===== src/rtl/ultrasonic_ranger_if.sv =====
// Signal bundle between the ranging controller and the sensor/display side:
// run control, raw echo pins, trigger pins and per-channel results.
interface ultrasonic_ranger_if #(
    parameter int unsigned CHANNELS = 2,
    parameter int unsigned WIDTH    = 14
);
    localparam int unsigned ACW = (CHANNELS > 1) ? $clog2(CHANNELS) : 1;

    logic                      enable;
    logic [CHANNELS-1:0]       echo;
    logic [CHANNELS-1:0]       trig;
    logic [CHANNELS*WIDTH-1:0] distance;
    logic [CHANNELS-1:0]       valid;
    logic [CHANNELS-1:0]       timeout;
    logic [ACW-1:0]            active_ch;

    modport master (
        input  enable,
        input  echo,
        output trig,
        output distance,
        output valid,
        output timeout,
        output active_ch
    );

    modport slave (
        output enable,
        output echo,
        input  trig,
        input  distance,
        input  valid,
        input  timeout,
        input  active_ch
    );
endinterface


===== src/rtl/ultrasonic_ranger.sv =====
// Round-robin HC-SR04 ranging controller: one trigger per slot, echo timed and
// converted to centimetres with a sub-cm prescaler so no divider is needed.
module ultrasonic_ranger #(
    parameter int unsigned CHANNELS       = 2,
    parameter int unsigned TRIG_CYCLES    = 500,
    parameter int unsigned CYCLES_PER_CM  = 2900,
    parameter int unsigned TIMEOUT_CYCLES = 1900000,
    parameter int unsigned PERIOD_CYCLES  = 4194304,
    parameter int unsigned WIDTH          = 14,
    parameter int unsigned OOR_VALUE      = 9999
) (
    input  logic                CLOCK_50,
    input  logic                reset,
    ultrasonic_ranger_if.master bus
);
    localparam int unsigned ACW     = (CHANNELS > 1) ? $clog2(CHANNELS) : 1;
    localparam int unsigned SLOT_W  = (PERIOD_CYCLES > 1) ? $clog2(PERIOD_CYCLES) : 1;
    localparam int unsigned CNT_MAX = (TIMEOUT_CYCLES > TRIG_CYCLES) ? TIMEOUT_CYCLES : TRIG_CYCLES;
    localparam int unsigned CNT_W   = $clog2(CNT_MAX + 1);
    localparam int unsigned PRE_W   = (CYCLES_PER_CM > 1) ? $clog2(CYCLES_PER_CM) : 1;

    typedef enum logic [2:0] {
        S_IDLE   = 3'd0,
        S_TRIG   = 3'd1,
        S_WAIT   = 3'd2,
        S_ECHO   = 3'd3,
        S_RESULT = 3'd4,
        S_HOLD   = 3'd5
    } state_t;

    state_t                    r_state;
    logic [CHANNELS-1:0]       r_sync1;
    logic [CHANNELS-1:0]       r_sync2;
    logic [CHANNELS-1:0]       r_sync_d;
    logic [ACW-1:0]            r_ch;
    logic [SLOT_W-1:0]         r_slot;
    logic [CNT_W-1:0]          r_cnt;
    logic [PRE_W-1:0]          r_pre;
    logic [WIDTH-1:0]          r_cm;
    logic                      r_tmo_hit;
    logic [CHANNELS-1:0]       r_trig;
    logic [CHANNELS-1:0]       r_valid;
    logic [CHANNELS-1:0]       r_timeout;
    logic [CHANNELS*WIDTH-1:0] r_dist;

    logic                      w_echo_cur;
    logic                      w_echo_dly;
    logic                      w_rise;
    logic                      w_fall;
    logic                      w_slot_end;
    logic                      w_tmo_end;
    logic                      w_trig_end;
    logic                      w_pre_wrap;
    logic                      w_cm_sat;
    logic [ACW-1:0]            w_ch_next;
    logic [CHANNELS-1:0]       w_sel_cur;
    logic [CHANNELS-1:0]       w_sel_next;

    // Two-stage synchronizer plus a delayed copy for edge detection
    always_ff @(posedge CLOCK_50 or posedge reset) begin
        if (reset) begin
            r_sync1  <= '0;
            r_sync2  <= '0;
            r_sync_d <= '0;
        end else begin
            r_sync1  <= bus.echo;
            r_sync2  <= r_sync1;
            r_sync_d <= r_sync2;
        end
    end

    assign w_echo_cur = r_sync2[r_ch];
    assign w_echo_dly = r_sync_d[r_ch];
    assign w_rise     = w_echo_cur & ~w_echo_dly;
    assign w_fall     = ~w_echo_cur & w_echo_dly;

    assign w_slot_end = (r_slot == SLOT_W'(PERIOD_CYCLES - 1));
    assign w_tmo_end  = (r_cnt == CNT_W'(TIMEOUT_CYCLES - 1));
    assign w_trig_end = (r_cnt == CNT_W'(TRIG_CYCLES - 1));
    assign w_pre_wrap = (r_pre == PRE_W'(CYCLES_PER_CM - 1));
    assign w_cm_sat   = (r_cm == WIDTH'(OOR_VALUE - 1));

    assign w_ch_next  = (r_ch == ACW'(CHANNELS - 1)) ? '0 : r_ch + ACW'(1);
    assign w_sel_cur  = CHANNELS'(1) << r_ch;
    assign w_sel_next = CHANNELS'(1) << w_ch_next;

    // Measurement sequencer; the delayed echo copy is what gets counted so that
    // every synchronized high cycle lands inside ECHO, including the falling one.
    always_ff @(posedge CLOCK_50 or posedge reset) begin
        if (reset) begin
            r_state   <= S_IDLE;
            r_ch      <= '0;
            r_slot    <= '0;
            r_cnt     <= '0;
            r_pre     <= '0;
            r_cm      <= '0;
            r_tmo_hit <= 1'b0;
            r_trig    <= '0;
            r_valid   <= '0;
            r_timeout <= '0;
            r_dist    <= '0;
        end else begin
            r_valid <= '0;
            if (r_state != S_IDLE) begin
                r_slot <= r_slot + SLOT_W'(1);
            end

            case (r_state)
                S_IDLE: begin
                    if (bus.enable) begin
                        r_state <= S_TRIG;
                        r_trig  <= w_sel_cur;
                        r_cnt   <= '0;
                        r_slot  <= '0;
                    end
                end

                S_TRIG: begin
                    if (w_trig_end) begin
                        r_trig  <= '0;
                        r_cnt   <= '0;
                        r_state <= S_WAIT;
                    end else begin
                        r_cnt <= r_cnt + CNT_W'(1);
                    end
                end

                S_WAIT: begin
                    if (w_rise) begin
                        r_state   <= S_ECHO;
                        r_cnt     <= '0;
                        r_pre     <= '0;
                        r_cm      <= '0;
                        r_tmo_hit <= 1'b0;
                    end else if (w_tmo_end) begin
                        r_state   <= S_RESULT;
                        r_tmo_hit <= 1'b1;
                    end else begin
                        r_cnt <= r_cnt + CNT_W'(1);
                    end
                end

                S_ECHO: begin
                    if (w_echo_dly) begin
                        if (w_pre_wrap) begin
                            r_pre <= '0;
                            if (!w_cm_sat) begin
                                r_cm <= r_cm + WIDTH'(1);
                            end
                        end else begin
                            r_pre <= r_pre + PRE_W'(1);
                        end
                    end
                    if (w_fall) begin
                        r_state   <= S_RESULT;
                        r_tmo_hit <= 1'b0;
                    end else if (w_tmo_end) begin
                        r_state   <= S_RESULT;
                        r_tmo_hit <= 1'b1;
                    end else begin
                        r_cnt <= r_cnt + CNT_W'(1);
                    end
                end

                S_RESULT: begin
                    r_dist[r_ch*WIDTH +: WIDTH] <= r_tmo_hit ? WIDTH'(OOR_VALUE) : r_cm;
                    r_timeout[r_ch]             <= r_tmo_hit;
                    r_valid                     <= w_sel_cur;
                    r_state                     <= S_HOLD;
                end

                S_HOLD: begin
                    if (w_slot_end) begin
                        r_ch <= w_ch_next;
                        if (bus.enable) begin
                            r_state <= S_TRIG;
                            r_trig  <= w_sel_next;
                            r_cnt   <= '0;
                            r_slot  <= '0;
                        end else begin
                            r_state <= S_IDLE;
                        end
                    end
                end

                default: begin
                    r_state <= S_IDLE;
                    r_trig  <= '0;
                end
            endcase
        end
    end

    assign bus.trig      = r_trig;
    assign bus.distance  = r_dist;
    assign bus.valid     = r_valid;
    assign bus.timeout   = r_timeout;
    assign bus.active_ch = r_ch;

endmodule


===== src/flat_wrapper.sv =====
// flat-port wrapper written by rule: the top's interface ports become plain ports
module ultrasonic_ranger_flat 
#(
    parameter int unsigned CHANNELS       = 2,
    parameter int unsigned TRIG_CYCLES    = 500,
    parameter int unsigned CYCLES_PER_CM  = 2900,
    parameter int unsigned TIMEOUT_CYCLES = 1900000,
    parameter int unsigned PERIOD_CYCLES  = 4194304,
    parameter int unsigned WIDTH          = 14,
    parameter int unsigned OOR_VALUE      = 9999
)
  (CLOCK_50, reset, bus_enable, bus_echo, bus_trig, bus_distance, bus_valid, bus_timeout, bus_active_ch);
  ultrasonic_ranger_if #(.CHANNELS(CHANNELS), .WIDTH(WIDTH)) bus_i ();
  input  logic CLOCK_50;
  input  logic reset;
  input wire logic [$bits(bus_i.enable)-1:0] bus_enable;
  input wire logic [$bits(bus_i.echo)-1:0] bus_echo;
  output wire logic [$bits(bus_i.trig)-1:0] bus_trig;
  output wire logic [$bits(bus_i.distance)-1:0] bus_distance;
  output wire logic [$bits(bus_i.valid)-1:0] bus_valid;
  output wire logic [$bits(bus_i.timeout)-1:0] bus_timeout;
  output wire logic [$bits(bus_i.active_ch)-1:0] bus_active_ch;
  assign bus_i.enable = bus_enable;
  assign bus_i.echo = bus_echo;
  assign bus_trig = bus_i.trig;
  assign bus_distance = bus_i.distance;
  assign bus_valid = bus_i.valid;
  assign bus_timeout = bus_i.timeout;
  assign bus_active_ch = bus_i.active_ch;
  ultrasonic_ranger #(.CHANNELS(CHANNELS), .TRIG_CYCLES(TRIG_CYCLES), .CYCLES_PER_CM(CYCLES_PER_CM), .TIMEOUT_CYCLES(TIMEOUT_CYCLES), .PERIOD_CYCLES(PERIOD_CYCLES), .WIDTH(WIDTH), .OOR_VALUE(OOR_VALUE)) u_core (.CLOCK_50(CLOCK_50), .reset(reset), .bus(bus_i));
endmodule

===== config.mk =====
export PLATFORM = sky130hd
export DESIGN_NAME = ultrasonic_ranger_flat
export DESIGN_NICKNAME = d
export VERILOG_FILES = /design/src/rtl/ultrasonic_ranger_if.sv /design/src/rtl/ultrasonic_ranger.sv /design/src/flat_wrapper.sv
export SDC_FILE = /design/constraint.sdc
export NUM_CORES = 1
export LEC_CHECK = 0
export ABC_AREA = 1
export BUFFER_PORTS_ARGS = -buffer_cell sky130_fd_sc_hd__buf_4
export CAP_MARGIN = 20
export CORE_UTILIZATION = 42
export CTS_CLUSTER_SIZE = 25
export DETAILED_ROUTE_END_ITERATION = 8
export PLACE_DENSITY = 0.6
export REMOVE_ABC_BUFFERS = 1
export SETUP_SLACK_MARGIN = 0.3
export SYNTH_ARGS = -nofsm -noshare
export SYNTH_HDL_FRONTEND = slang
export SYNTH_SLANG_ARGS = --single-unit

===== constraint.sdc =====
create_clock -name CLOCK_50 -period 4.1 [get_ports CLOCK_50]
set_input_delay 0.41 -clock CLOCK_50 [delete_from_list [all_inputs] [get_ports CLOCK_50]]
set_output_delay 0.41 -clock CLOCK_50 [all_outputs]
set_load 0.02 [all_outputs]

==> qor.yml, run 1 <==
route:
  drtIter0Drc: 385
  vias_per_cell: 4.992
  totalWireLength_um: 14970
  wire_per_inst_um: 13.25
  via_count: 5641
  dr.pass1.iters: 5
  drtAntennaViolNets: 0
  drc: 0
power:
  finalPower_uw: 3616
  leakagePower_uw: 0.003700
  p_per_area_nw_per_um2: 475.5
  vdd_drop_max_mv: 0.4803
cts:
  cts_tree: "yes"
  numCtsBuffers: 17
  htree_levels: 4
  cts_max_path_buffers: 2
  cts.sinks: 114
  cts_setup_buffers: 0
  clk_pin_slew_ns: 0.06
  clk_latency_ns: 0.42
  root_buffer: "clkbuf_16"
  hold_buffers: 0
  ctsResizeCount: 0
critical_path:
  cp-end-kind: "register"
  cp.arrival_ns: 2.60
  critPathLaunchType: "register"
  criticalPathCategory: "reg -> reg"
  critPathRequiredTime_ns: 4.46
  crit_path_max_fanout: 12
sta:
  final-hold-violation-count: 0
  worst_slack_ns: 1.860
  setup_viol: 0
  rsz0062_at_grt: "no"
  fin_worst_skew_ns: 0.01087
  min_period_ns: 2.240
  max_freq_mhz: 446.3
  worst_pin_slew_ns: 0.8599
  finalCritPeriodShare: 0.5465
  drv_slew: 0
  relSlewSlack: 0.4246
  tns_ns: 0
die:
  start_util: 0.4309
  die-height_um: 127.1
  coreArea_um2: 15260
  io_pins: 40
  fp.dieW_um: 127.1
  design.die.area_um2: 16160
  rows: 45
min_path:
  hold_path_class: "in -> reg"
final_layout:
  final_layout_size_suffix_gt1_frac: 0.1436
  post-route-util: 0.4984
  diodes: 0
  nNetsFinal: 916
  post-route-cell-area_um2: 7605
  area_growth_pct: 15.66
logic_synthesis:
  synthCells: 866
  ys_ff_latch: 114
  synth_edf_count: 0
  yosysSeqAreaShare: 0.4339
  async_reset_ff_frac: 1.000
  yosys_warnings: 0
  synth_area_per_cell_um2: 7.592
  synth_top_cell_area_share: 0.4339
  yosys.area.top_type: "dfrtp_1"
  synth_common_cells: "nand2_1, nor2_1, dfrtp_1, inv_1, nand3_1"
  yosys-top-cells-area: "dfrtp_1, nand2_1, nor2_1"
  synthDistinctLibCells: 42
  ys.flop_type: "dfrtp_1"
  synth.most_common_cell: "nand2_1"
  syn_area_um2: 6575
global_routing:
  grt_overflow: 0
  grt_pass1_vias: 5323
  antenna_found_initial: 0
  grt_max_degree: 72
  grt_pass1_wl_um: 25590
  grtUsageTotal: 0.1985
placement:
  dp_slack_ns: 1.861
  hpwl_um: 10600
  place_congestion: 0.8807
  portBuffers: 39
  place_area_um2: 7032
run:
  cap_violations: 0
status:
  status: "finished, final reports clean"
[final timing paths]
check | startpoint | to | slack (ns) | cells after the start
max | u_core.r_state[0] | u_core.r_cnt[19] | 1.86 | 8
min in group asynchronous | reset | u_core.r_slot[3] | 0.17 | 2
min | bus_echo[1] | u_core.r_sync1[1] | 0.1 | 1
min reg2reg | u_core.r_sync1[0] | u_core.r_sync2[0] | 0.35 | 0
max in group asynchronous | reset | u_core.r_cm[12] | 3.10 | 3
max reg2reg | u_core.r_state[0] | u_core.r_cnt[19] | 1.86 | 8
[cell type report]
cell class                      count  area (µm²)
Sequential cell                   114        2853
Clock buffer                       17       425.4
Inverter                           86       327.8
Timing Repair Buffer               42       315.3
Multi-Input combinational cell    645        3272
Tap cell                          211       264.0
Fill cell                        1488        7654
Clock inverter                     15       147.6
[sequential cells by signal, summed over array words and instances, names as in the netlist]
register and count:
u_core.bus.distance 28, u_core.r_slot 22, u_core.r_cnt 21, u_core.r_cm 14
u_core.r_pre 12, u_core.r_state 3, u_core.bus.timeout 2, u_core.bus.trig 2
u_core.bus.valid 2, u_core.r_sync1 2, u_core.r_sync2 2, u_core.r_sync_d 2
u_core.bus.active_ch 1, u_core.r_tmo_hit 1
[layer usage]
layer,share of wire,wire (µm),track usage
met4,0.014,214,0.06373
met5,0,0,0
met3,0.041,613,0.05109
met1,0.52,7805,0.2836
met2,0.42,6337,0.2935
[layout by cell type (no fill, tap or decap), types with 2 or more instances in the layout]
cell type and n:
a21oi_1 9, buf_4 42, clkbuf_16 17, clkinv_1 2, clkinv_2 2, clkinv_4 3
clkinvlp_4 2, dfrtp_1 114, ha_1 5, inv_1 77, inv_2 5, inv_4 2
inv_6 5, inv_8 2, mux2_2 28, nand2_1 243, nand2_2 3, nand2_4 2
nand3_1 74, nand4_1 25, nor2_1 132, nor2_2 4, nor2_4 3, nor3_1 26
o211ai_1 6, o21a_1 3, o21ai_0 16, o21ai_1 3, o21bai_1 5, o22ai_1 4
or2_2 7, xnor2_1 8, xor2_1 27
[through the flow]
| step | hold WS [ns] | std cells |
|---|---|---|
| after floorplan | 0.3312 | 845 |
| after global placement | 0.3326 | 1098 |
| after detailed placement | 0.3402 | 1098 |
| after CTS | 0.08438 | 1130 |
| after global routing | 0.08688 | 1130 |
| final | 0.09688 | 1130 |
[power breakdown]
group          internal, µW  total (µW)  switching [µW]
clock network           850        1440             589
logic                   238         869             631
registers              1210        1310            95.4
[critical path, cell delays in order, from the launching register on]
cell and delay [ns]:
dfrtp_1 0.57, nand2_1 0.10, nor2_1 0.66, nand2_1 0.22, o21ai_1 0.36, nand2_1 0.10, nand2_1 0.08, nand2_1 0.05
nand2_1 0.05
[logic make-up (layout without fill, tap and decap cells)]
family,after synthesis,after routing,synth area share
AND/OR/NAND/NOR,524,524,0.3429
flip-flops,114,114,0.4339
multiplexers,28,28,0.04795
XOR/XNOR,35,35,0.04662
adder cells (fa/ha/maj),5,5,0.009515
AO/OA/AOI/OAI,53,53,0.05062
buffers and inverters,107,160,0.06851
(Power assumes the default switching activity.)
==> run 2, diff against run 1 <==
--- a/config.mk
+++ b/config.mk
@@ -11,7 +11,7 @@
 export CORE_UTILIZATION = 42
 export CTS_CLUSTER_SIZE = 25
 export DETAILED_ROUTE_END_ITERATION = 8
-export PLACE_DENSITY = 0.6
+export PLACE_DENSITY = 0.62
 export REMOVE_ABC_BUFFERS = 1
 export SETUP_SLACK_MARGIN = 0.3
 export SYNTH_ARGS = -nofsm -noshare
==> constraint.sdc (replaced) <==
create_clock -name CLOCK_50 -period 2 [get_ports CLOCK_50]
set_input_delay 0.2 -clock CLOCK_50 [delete_from_list [all_inputs] [get_ports CLOCK_50]]
set_output_delay 0.2 -clock CLOCK_50 [all_outputs]
set_load 0.02 [all_outputs]
==> qor.yml, run 2 (synthesis results as in run 1) <==
final_layout:
  layout_common_cells: "nand2_1, nor2_1, dfrtp_1"
  largest_register_ffs: 28
  final_layout_size_suffix_gt1_frac: 0.2782
  area_growth_pct: 29.59
  nNetsFinal: 982
  final_common_cell: "nand2_1"
  post-route-util: 0.5584
  n_fill_cell: 1424
  multi_input_area_um2: 3581
  diodes: 0
  register_area_um2: 2867
cts:
  clk_latency_ns: 0.43
  htree_levels: 4
  numCtsBuffers: 17
  clk_pin_slew_ns: 0.06
  cts_max_path_buffers: 2
  root_buffer: "clkbuf_16"
  cts.sinks: 114
  cts_tree: "yes"
die:
  coreArea_um2: 15260
  rows: 45
  design.die.area_um2: 16160
  die-height_um: 127.1
  start_util: 0.4309
  fp.dieW_um: 127.1
  io_pins: 40
sta:
  worst_pin_slew_ns: 0.4294
  final-hold-violation-count: 0
  drv_slew: 0
  rsz0062_at_grt: "yes"
  tns_ns: 0
  worst_slack_ns: 0.3187
  max_freq_mhz: 594.8
  min_period_ns: 1.681
  finalCritPeriodShare: 0.8406
  setup_viol: 0
  fin_worst_skew_ns: 0.01892
  fin_hold_ws_ns: 0.1228
  relSlewSlack: 0.7137
critical_path:
  criticalPathCategory: "reg -> reg"
  cp-end-kind: "register"
  crit_path_max_fanout: 7
  cp.arrival_ns: 2.03
  critPathRequiredTime_ns: 2.35
  critPathLaunchType: "register"
global_routing:
  grt_pass1_vias: 5746
  grtUsageTotal: 0.2164
  grt_max_degree: 62
  antenna_found_initial: 0
  grt_pass1_wl_um: 27770
  grt_overflow: 0
route:
  drtIter0Drc: 438
  totalWireLength_um: 16660
  drtAntennaViolNets: 0
  via_count: 6036
  vias_per_cell: 5.047
  dr.pass1.iters: 5
  drc: 0
  wire_per_inst_um: 13.93
placement:
  place_congestion: 0.8607
  dp_slack_ns: 0.1020
  portBuffers: 39
  hpwl_um: 11100
run:
  cap_violations: 0
status:
  status: "finished, final reports clean"
power:
  p_per_area_nw_per_um2: 989.0
  leakagePower_uw: 0.004087
  vdd_drop_max_mv: 0.8337
  finalPower_uw: 8427
min_path:
  hold_path_class: "in -> reg"
[run 2: area by class of cell]
| cell class | count | area share |
|---|---|---|
| flip-flops and latches | 114 | 0.3364 |
| clock inverters | 14 | 0.01836 |
| clock buffers | 18 | 0.05037 |
| multi-input cells | 645 | 0.4203 |
| repair inverters | 2 | 0.001762 |
| inverters | 86 | 0.03994 |
| repair buffers | 106 | 0.1019 |
| well taps | 211 | 0.03098 |
[run 2: metal layers]
layer	up-vias	part of all wire	global-route usage
met5	-	0	0
li1	3011	-	-
met4	0	0.015	0.06513
met2	144	0.47	0.3455
met3	22	0.048	0.04690
met1	2859	0.47	0.2952
[run 2: metrics by stage]
stage | cells | cell area, µm²
CTS | 1176 | 8103
global placement | 1126 | 7279
floorplan | 845 | 6450
finish | 1196 | 8521
global route | 1196 | 8521
detailed placement | 1126 | 7279
[run 2: critical path, stage by stage (launching register included)]
cell	delay, ns
dfrtp_1	0.39
ha_4	0.17
inv_2	0.03
nor2_1	0.09
nand2_1	0.09
nor2_2	0.10
nand2_2	0.09
a21oi_4	0.25
buf_6	0.16
buf_12	0.13
nand2_1	0.06
nand2_1	0.05
[run 2: final timing paths]
check	startpoint	endpoint	slack, ns	cells after the start
max in group asynchronous	reset	u_core.bus.distance[3]	1.00	4
setup reg to reg	u_core.r_slot[1]	u_core.r_cnt[5]	0.32	11
setup / recovery	u_core.r_slot[1]	u_core.r_cnt[5]	0.32	11
hold / removal	bus_enable	u_core.r_state[0]	0.12	3
min in group asynchronous	reset	u_core.r_slot[0]	0.28	3
hold reg to reg	u_core.r_sync1[1]	u_core.r_sync2[1]	0.35	0
[run 2: timing repair]
action,4_1_cts,5_1_grt
gates resized for setup,29,84
pin swaps,5,27
endpoints found under the setup margin,89,92
hold endpoints to repair,20,0
setup buffers,13,20
hold buffers,3,0
cloned,2,0
[run 2: power by group]
| part | switching, µW | internal (µW) | total [µW] | leakage, µW |
|---|---|---|---|---|
| clock network | 1190 | 1850 | 3040 | 0.000285 |
| logic | 1680 | 1020 | 2700 | 0.00226 |
| registers | 190 | 2500 | 2690 | 0.00154 |
| total | 3060 | 5370 | 8430 | 0.00409 |
==> run 3, diff against run 2 <==
==> constraint.sdc (replaced) <==
create_clock -name CLOCK_50 -period 1.4 [get_ports CLOCK_50]
set_input_delay 0.14 -clock CLOCK_50 [delete_from_list [all_inputs] [get_ports CLOCK_50]]
set_output_delay 0.14 -clock CLOCK_50 [all_outputs]
set_load 0.02 [all_outputs]
==> qor.yml, run 3 (synthesis results as in run 1) <==
route:
  vias_per_cell: 5.011
  drc: 0
  via_count: 6800
  totalWireLength_um: 20550
  drtIter0Drc: 386
  dr.pass1.iters: 6
  drtAntennaViolNets: 0
  wire_per_inst_um: 15.14
cts:
  cts_tree: "yes"
  cts_max_path_buffers: 2
  htree_levels: 4
  clk_latency_ns: 0.42
  cts.sinks: 114
  root_buffer: "clkbuf_16"
  clk_pin_slew_ns: 0.06
  numCtsBuffers: 17
power:
  vdd_drop_max_mv: 1.484
  comb_power_share: 0.399
  switchingPower_uw: 4893
  seqPwrFrac: 0.280
  netSwitchingFraction: 0.3599
  p_int_uw: 8703
  p_per_area_nw_per_um2: 1295
  leakagePower_uw: 0.005124
  clockPowerShare: 0.321
  finalPower_uw: 13600
global_routing:
  globalRouteMet1Util: 0.2954
  grt_pass1_wl_um: 30470
  grt.busiest_layer: "met2"
  grt_pass1_vias: 6453
  grt_overflow: 0
  antenna_found_initial: 0
  grt_max_degree: 41
  grtUsageMet2: 0.4124
  met3_usage: 0.05905
  grtUsageTotal: 0.2393
critical_path:
  slowest_stage: "dfrtp_2"
  criticalPathCategory: "reg -> reg"
  reg2reg_to: "u_core.bus.distance[14]"
  critPathLaunchType: "register"
  crit_path_max_fanout: 7
  cp-end-kind: "register"
  timing.rr.start: "u_core.r_state[1]"
  cp.arrival_ns: 1.99
  critPathRequiredTime_ns: 1.70
  worst-r2r-setup-slack_ns: -0.29
  worst-r2r-cell-count: 7
  critical-path-max-stage-delay_ns: 0.45
  crit_top_cell: "nor2_4"
  path_cells: "nor2_4 -> inv_2 -> nor2_4 -> inv_4 -> nor2_4 -> clkbuf_16 -> mux2_4"
final_layout:
  diodes: 0
  layout_common_cells: "buf_4, nand2_1, dfrtp_1"
  final_layout_size_suffix_gt1_frac: 0.4250
  final_common_cell: "buf_4"
  post-route-util: 0.6882
  nNetsFinal: 1144
  post-route-cell-area_um2: 10500
  largest_register_ffs: 28
  area_growth_pct: 59.70
die:
  coreArea_um2: 15260
  fp.dieW_um: 127.1
  start_util: 0.4309
  die-height_um: 127.1
  io_pins: 40
  design.die.area_um2: 16160
  rows: 45
run:
  cap_violations: 0
placement:
  portBuffers: 39
  hpwl_um: 12500
  place_area_um2: 8516
  place_congestion: 0.9183
min_path:
  min_to: "u_core.r_state[0]"
  hp-start: "bus_enable"
  hold_path_class: "in -> reg"
  holdPathStages: 4
sta:
  tns_ns: -21.14
  rsz0062_at_grt: "yes"
  relSlewSlack: 0.7329
  drv_slew: 0
  fin_worst_skew_ns: 0.01095
  finalCritPeriodShare: 1.208
  setup_viol: 108
  worst_pin_slew_ns: 0.4007
  final-hold-violation-count: 0
  max_freq_mhz: 591.1
  fin_hold_ws_ns: 0.1335
  min_period_ns: 1.692
  worst_slack_ns: -0.2918
status:
  status: "complete, but fails checks"
  violations: "setup timing"
==> run 3: cell types whose count changed in the layout (fill, tap and decap cells not counted), moves of 8 or more <==
cell     change
o21ai_1      +8
buf_6       +53
buf_4       +98
nand2_4     +14
nor2_1      -10
o21ai_0     -11
nand2_1     -26
nor2_4       +8
mux2_2      -27
mux2_4      +27
nand2_2     +10
==> run 3: final cells by class <==
class | instances | area, µm²
inverter | 86 | 346.6
clock buffer | 20 | 456.7
timing repair inverter | 1 | 16.27
timing repair buffer | 269 | 2431
sequential | 114 | 2859
tap | 211 | 264.0
multi-input combinational | 645 | 3996
clock inverter | 11 | 130.1
fill | 1108 | 4758
==> run 3: how the worst max path moves through the flow <==
stage                                     from                      end  slack, ns  cells past startpoint
final                        u_core.r_state[1]  u_core.bus.distance[14]      -0.29                      7
after global routing          u_core.r_slot[1]          u_core.r_cnt[1]      -0.36                     12
after CTS                     u_core.r_slot[1]          u_core.r_cnt[3]      -0.23                     12
after detailed placement  u_core.bus.active_ch         u_core.r_cnt[17]      -0.31                     11
after global placement        u_core.r_slot[1]       u_core.bus.trig[1]      -0.31                     12
after floorplan                          reset     u_core.bus.active_ch      -1.76                      1
==> run 3: timing repair <==
| item | 4_1_cts | 5_1_grt |
|---|---|---|
| hold endpoints to repair | 22 | 0 |
| pin swaps | 40 | 52 |
| buffers inserted | 20 | 16 |
| cloned | 1 | 2 |
| hold buffers | 3 | 0 |
| resized for setup | 137 | 159 |
| setup endpoints to repair | 129 | 141 |
==> run 3: power groups by stage <==
stage               logic, µW  clock network [µW]  registers (µW)
detailed placement       3780                   0            3800
CTS                      4740                4390            3770
floorplan                1750                   0            3880
finish                   5430                4360            3810
global placement         3750                   0            3800
global route             5780                4560            3840
==> run 3: worst max-delay path, delay by kind of cell (launching register included) <==
family        cells  cell delay (ns)
buf+inv           3             0.34
simple gates      3             0.48
mux               1             0.31
flops             1             0.45
==> run 3: through the flow <==
step	setup WS, ns	instances
2_1_floorplan	-1.756	845
3_3_place_gp	-0.3145	1284
3_5_place_dp	-0.3132	1284
4_1_cts	-0.2291	1339
5_1_grt	-0.3590	1357
6_report	-0.2918	1357
==> run 3: layer usage <==
metal  share of wire  vias up
met5               0        -
met4           0.027        0
met3           0.041       45
met2            0.50      171
met1            0.43     3250
li1                -     3334
